[config.mk]
export PLATFORM = sky130hd
export DESIGN_NAME = rr_sel_arbiter4_flat
export DESIGN_NICKNAME = d
export VERILOG_FILES = /design/src/rtl/rr_sel_arbiter4_if.sv /design/src/rtl/rr_sel_arbiter4.sv /design/src/flat_wrapper.sv
export SDC_FILE = /design/constraint.sdc
export NUM_CORES = 1
export LEC_CHECK = 0
export ABC_CLOCK_PERIOD_IN_PS = 4600
export CAP_MARGIN = 20
export CORE_UTILIZATION = 35
export DETAILED_ROUTE_END_ITERATION = 7
export PLACE_DENSITY = 0.54
export RECOVER_POWER = 25
export SLEW_MARGIN = 40
export SYNTH_ARGS = -nofsm -noshare
export SYNTH_HDL_FRONTEND = slang
export SYNTH_SLANG_ARGS = --single-unit
[constraint.sdc]
create_clock -name clk -period 4.6 [get_ports clk]
set_clock_uncertainty 0.15 [all_clocks]
set_input_delay 1.38 -clock clk [delete_from_list [all_inputs] [get_ports clk]]
set_output_delay 1.38 -clock clk [all_outputs]
set_load 0.02 [all_outputs]
[src/rtl/rr_sel_arbiter4_if.sv]
// rr_sel_arbiter4_if -- request/select bundle between the sources, the
// round-robin select arbiter and the downstream 4:1 data mux.
//   req       : request per source (bit i = source i)
//   done      : consumer has taken the currently selected data
//   s         : binary select code for the 4:1 mux
//   gnt       : one-hot grant, all-zero when nothing is granted
//   gnt_valid : high while a grant is held and s is meaningful
//   timeout   : one-cycle pulse after a grant was force-released
// master = requester/consumer side, slave = arbiter side.
interface rr_sel_arbiter4_if;
  logic [3:0] req;
  logic       done;
  logic [1:0] s;
  logic [3:0] gnt;
  logic       gnt_valid;
  logic       timeout;

  modport master (
    output req, done,
    input  s, gnt, gnt_valid, timeout
  );

  modport slave (
    input  req, done,
    output s, gnt, gnt_valid, timeout
  );
endinterface

[src/rtl/rr_sel_arbiter4.sv]
// rr_sel_arbiter4 -- 4-source round-robin arbiter producing the select code
// for a downstream 4:1 mux. A grant is held until done, until the granted
// request drops, or until it has been held TIMEOUT cycles (force release,
// flagged by a one-cycle timeout pulse). Every release is followed by one
// IDLE cycle. All outputs are registered.
//   clk : single clock, rising edge
//   rst : synchronous, active-high reset
//   bus : rr_sel_arbiter4_if.slave (req/done in; s/gnt/gnt_valid/timeout out)
//
// state | meaning
// IDLE  | no grant held; s keeps last value; searching for next requester
// GRANT | grant held on source s; hold counter running
module rr_sel_arbiter4 #(
  parameter int unsigned TIMEOUT = 15
) (
  input  logic                clk,
  input  logic                rst,
  rr_sel_arbiter4_if.slave    bus
);

  localparam logic [7:0] TO_CNT = 8'(TIMEOUT);

  typedef enum logic {IDLE = 1'b0, GRANT = 1'b1} state_t;

  state_t     state_q, state_d;
  logic [1:0] s_q, s_d;
  logic [3:0] gnt_q, gnt_d;
  logic       gnt_valid_q, gnt_valid_d;
  logic       timeout_q, timeout_d;
  logic [7:0] hold_q, hold_d;
  logic [1:0] last_ptr_q, last_ptr_d;

  logic       pick_found;
  logic [1:0] pick_idx;
  logic [1:0] cand;
  logic [7:0] hold_inc;
  logic       expire;
  logic       rel_done;
  logic       rel_drop;

  // Rotating search starting just above last_ptr; the 2-bit add wraps mod 4,
  // and k=4 truncates to 0 so last_ptr itself is examined last.
  always_comb begin
    pick_found = 1'b0;
    pick_idx   = 2'd0;
    cand       = 2'd0;
    for (int k = 1; k <= 4; k++) begin
      cand = last_ptr_q + 2'(k);
      if (!pick_found && bus.req[cand]) begin
        pick_found = 1'b1;
        pick_idx   = cand;
      end
    end
  end

  // Hold counter saturates at TIMEOUT; expiry is seen in the cycle whose
  // increment would reach TIMEOUT, so a grant lasts at most TIMEOUT cycles.
  always_comb begin
    hold_inc = (hold_q == TO_CNT) ? hold_q : hold_q + 8'd1;
    expire   = (hold_inc == TO_CNT);
    rel_done = bus.done;
    rel_drop = !bus.req[s_q];
  end

  always_comb begin
    state_d     = state_q;
    s_d         = s_q;
    gnt_d       = gnt_q;
    gnt_valid_d = gnt_valid_q;
    timeout_d   = 1'b0;
    hold_d      = hold_q;
    last_ptr_d  = last_ptr_q;
    unique case (state_q)
      IDLE: begin
        gnt_d       = 4'b0000;
        gnt_valid_d = 1'b0;
        if (pick_found) begin
          state_d     = GRANT;
          s_d         = pick_idx;
          gnt_d       = 4'b0001 << pick_idx;
          gnt_valid_d = 1'b1;
          last_ptr_d  = pick_idx;
          hold_d      = 8'd0;
        end
      end
      GRANT: begin
        hold_d = hold_inc;
        if (rel_done || rel_drop || expire) begin
          state_d     = IDLE;
          gnt_d       = 4'b0000;
          gnt_valid_d = 1'b0;
          // Only a pure expiry is a forced release; done or a dropped
          // request on the same cycle counts as a normal release.
          timeout_d   = expire && !rel_done && !rel_drop;
        end
      end
      default: state_d = IDLE;
    endcase
  end

  always_ff @(posedge clk) begin
    if (rst) begin
      state_q     <= IDLE;
      s_q         <= 2'b00;
      gnt_q       <= 4'b0000;
      gnt_valid_q <= 1'b0;
      timeout_q   <= 1'b0;
      hold_q      <= 8'd0;
      last_ptr_q  <= 2'd3;
    end else begin
      state_q     <= state_d;
      s_q         <= s_d;
      gnt_q       <= gnt_d;
      gnt_valid_q <= gnt_valid_d;
      timeout_q   <= timeout_d;
      hold_q      <= hold_d;
      last_ptr_q  <= last_ptr_d;
    end
  end

  assign bus.s         = s_q;
  assign bus.gnt       = gnt_q;
  assign bus.gnt_valid = gnt_valid_q;
  assign bus.timeout   = timeout_q;

endmodule

[src/flat_wrapper.sv]
// flat-port wrapper written by rule: the top's interface ports become plain ports
module rr_sel_arbiter4_flat 
#(
  parameter int unsigned TIMEOUT = 15
)
  (clk, rst, bus_req, bus_done, bus_s, bus_gnt, bus_gnt_valid, bus_timeout);
  rr_sel_arbiter4_if bus_i ();
  input  logic clk;
  input  logic rst;
  input wire logic [$bits(bus_i.req)-1:0] bus_req;
  input wire logic [$bits(bus_i.done)-1:0] bus_done;
  output wire logic [$bits(bus_i.s)-1:0] bus_s;
  output wire logic [$bits(bus_i.gnt)-1:0] bus_gnt;
  output wire logic [$bits(bus_i.gnt_valid)-1:0] bus_gnt_valid;
  output wire logic [$bits(bus_i.timeout)-1:0] bus_timeout;
  assign bus_i.req = bus_req;
  assign bus_i.done = bus_done;
  assign bus_s = bus_i.s;
  assign bus_gnt = bus_i.gnt;
  assign bus_gnt_valid = bus_i.gnt_valid;
  assign bus_timeout = bus_i.timeout;
  rr_sel_arbiter4 #(.TIMEOUT(TIMEOUT)) u_core (.clk(clk), .rst(rst), .bus(bus_i));
endmodule
==> impl_metrics.tcl <==
set metrics [dict create \
    p_per_area_nw_per_um2 263 \
    cts_root_buf "clkbuf_4" \
    synth_seq_cells 19 \
    p_clk_share_pct 26.4 \
    worstHoldStart "u_core.bus.gnt_valid$_SDFFE_PP0P_" \
    cts_tree "yes" \
    startpoint_type "primary input" \
    sequentialPowerShare_pct 54.7 \
    syn_inst 132 \
    maxCapViolations 0 \
    cpMaxStageDelayCell "dlygate4sd3_1" \
    synth_top_area_cell "dfxtp_1" \
    yosysSeqAreaShare_pct 33.2 \
    period_needed_ps 3300 \
    synth_edf_count 0 \
    grtUsageMet3_pct 4.59 \
    grtUsageMet2_pct 26.2 \
    hpwl_mm 1.80 \
    ys_top_cells_by_area "dfxtp_1 (33%), buf_6 (3.9%), nor2_1 (3.6%), a21oi_1 (3.5%), nand2_1 (3.3%)" \
    setup_viol 0 \
    wl_per_cell_um 13.4 \
    gp_congestion 0.744 \
    required_ps 4660 \
    worstReg2RegStart "u_core.hold_q[0]$_SDFFE_PP0P_" \
    synth.avg_cell_area_um2 8.69 \
    routed_via_density 5.57 \
    end_kind "flip-flop" \
    path_clk_slew_ps 120 \
    p_sw_uw 104 \
    cts_resized 0 \
    coreArea_um2 3080 \
    start_util_pct 37.3 \
    stdcell_count 183 \
    track_usage_pct 15.4 \
    multi_input_area_um2 674 \
    drt_iter0_drc 39 \
    globalRouteMet1Util_pct 18.7 \
    p_int_uw 238 \
    vias 1020 \
    critPathMaxFanout 8 \
    nNetsFinal 148 \
    setup_tns_ps 0 \
    maxSlewViolCount 0 \
    synth.distinct_cells 52 \
    outcome "finished clean" \
    worst_pin_slew_ps 596 \
    critPathKind "primary input to flip-flop" \
    port_buffers 14 \
    dieArea_um2 3510 \
    chipWidth_um 59.3 \
    post-cts-setup-buffer-count 0 \
    syn_area_um2 1150 \
    ir_worst_vdd_uv 157 \
    layout-drive-gt1-share_pct 10.1 \
    grt_max_degree 20 \
    num_rows 20 \
    diodes 0 \
    switching_share_pct 30.3 \
    hold_violations 0 \
    seq_area_um2 380 \
    hold_path_class "flip-flop to flip-flop" \
    clock_tree.buffer_depth 2 \
    grt_pass1_wl_mm 4.03 \
    synth.top_cell.area_share_pct 33.2 \
    grt-ovfl-total 0 \
    synth_fp_nets 140 \
    startpoint "bus_req[3]" \
    cts_sinks 19 \
    dpl.cell_count 179 \
    busiest_layer "met2" \
    max_slew_margin_pct 60.2 \
    slowest_delay_ps 610 \
    drt_wl_total_mm 2.45 \
    cts-htree-levels 1 \
    area_delta_synth_final_pct 13.2 \
    antenna_found_initial 0 \
    fmax_mhz 303 \
    grt_pass1_vias 916 \
    drcViolationCount 0 \
    path_cells "dlygate4sd3_1 > nor4_1 > or2_0 > nor2_1 > a32o_1" \
    p_leak_nw 0.459 \
    nFillCells 317 \
    die_h_um 59.3 \
    num_io_pins 15 \
    rsz0062_at_grt "no" \
    p_comb_share_pct 19.0 \
    drt-pass1-iter-count 4 \
    cts_made_buffers 3 \
    cp.arrival_ps 3360 \
    synth_warnings 0 \
    final_antenna_net_count 0 \
    async_reset_ff_share_pct 0 \
    fin_crit_sh_pct 71.7 \
    hold_buffers 0 \
    synthFlopType "dfxtp_1" \
    clock_latency_ps 300 \
]
-- stage by stage --
stage | utilization (%) | hold WS (ps) | setup slack (ps) | power (mW) | instance area, um2
4_1_cts | 42.2 | 327 | 1460 | 0.347 | 1300
6_report | 42.2 | 316 | 1300 | 0.342 | 1300
3_5_place_dp | 41.2 | 292 | 1110 | 0.256 | 1270
3_3_place_gp | 41.2 | 297 | 1200 | 0.255 | 1270
2_1_floorplan | - | 352 | 1850 | 0.231 | 1150
5_1_grt | 42.2 | 352 | 1170 | 0.361 | 1300
-- cells in the mapped netlist (3+ instances only) --
| library cell | count |
|---|---|
| dfxtp_1 | 19 |
| nand2b_1 | 5 |
| buf_6 | 4 |
| nand2_1 | 10 |
| a21oi_1 | 8 |
| nor3_1 | 3 |
| clkbuf_1 | 4 |
| nor2_1 | 11 |
| nand3_1 | 5 |
| a311oi_1 | 4 |
| inv_1 | 5 |
-- final cells by class --
type	count	area share, %
multi-input combinational	97	51.9
sequential	19	29.3
timing repair buffer	14	10.8
tap	44	4.24
clock buffer	3	1.73
inverter	5	1.45
clock inverter	1	0.578
-- layer usage --
layer / up-vias / wire, um
met5: - / 0
met1: 486 / 1160
li1: 509 / -
met3: 2 / 87
met2: 23 / 1180
met4: 0 / 19
-- power by group through the flow --
stage	sequential (mW)	combinational, mW	clock (mW)
after floorplan	0.190	0.0405	0
after global placement	0.190	0.0652	0
after detailed placement	0.190	0.0657	0
after CTS	0.187	0.0661	0.0939
after global routing	0.188	0.0710	0.102
final	0.187	0.0647	0.0901
-- worst max-delay path, delay by kind of cell --
family	cells	cell delay [ps]
AOI/OAI and AO/OA	1	290
and+or+nand+nor	3	1070
buffers and inverters	1	610
-- cells by family after synthesis --
family / Yosys count / synth area share [%]
multiplexers: 1 / 1.96
adder cells (fa/ha/maj): 1 / 1.09
buffers and inverters: 16 / 8.07
flip-flops: 19 / 33.2
AO/OA/AOI/OAI: 42 / 29.3
AND/OR/NAND/NOR: 53 / 26.4
-- state kept, by name (all words and copies together) (netlist names) --
name and count:
u_core.last_ptr_q 2, u_core.bus.gnt_valid 1, u_core.bus.gnt 4, u_core.bus.s 2
u_core.bus.timeout 1, u_core.hold_q 8, u_core.state_q 1
-- layout by cell type (no fill, tap or decap), types with 3 or more instances in the layout --
cell and instances:
dfxtp_1 19, nor2_1 11, nand2_1 10, a21oi_1 8
clkdlybuf4s50_1 8, dlygate4sd3_1 6, nand2b_1 5, inv_1 5
nand3_1 5, a311oi_1 4, nor3_1 3, clkbuf_4 3
-- final timing paths --
kind	endpoint	slack, ps	cells after the start
max reg2reg	u_core.bus.gnt[1]$_SDFFE_PP0P_	2420	6
min	u_core.bus.gnt_valid$_SDFFE_PP0P_	320	1
max	u_core.bus.gnt[1]$_SDFFE_PP0P_	1300	5
min reg2reg	u_core.bus.gnt_valid$_SDFFE_PP0P_	320	1
Note: power is estimated with default switching activity, not from simulation.
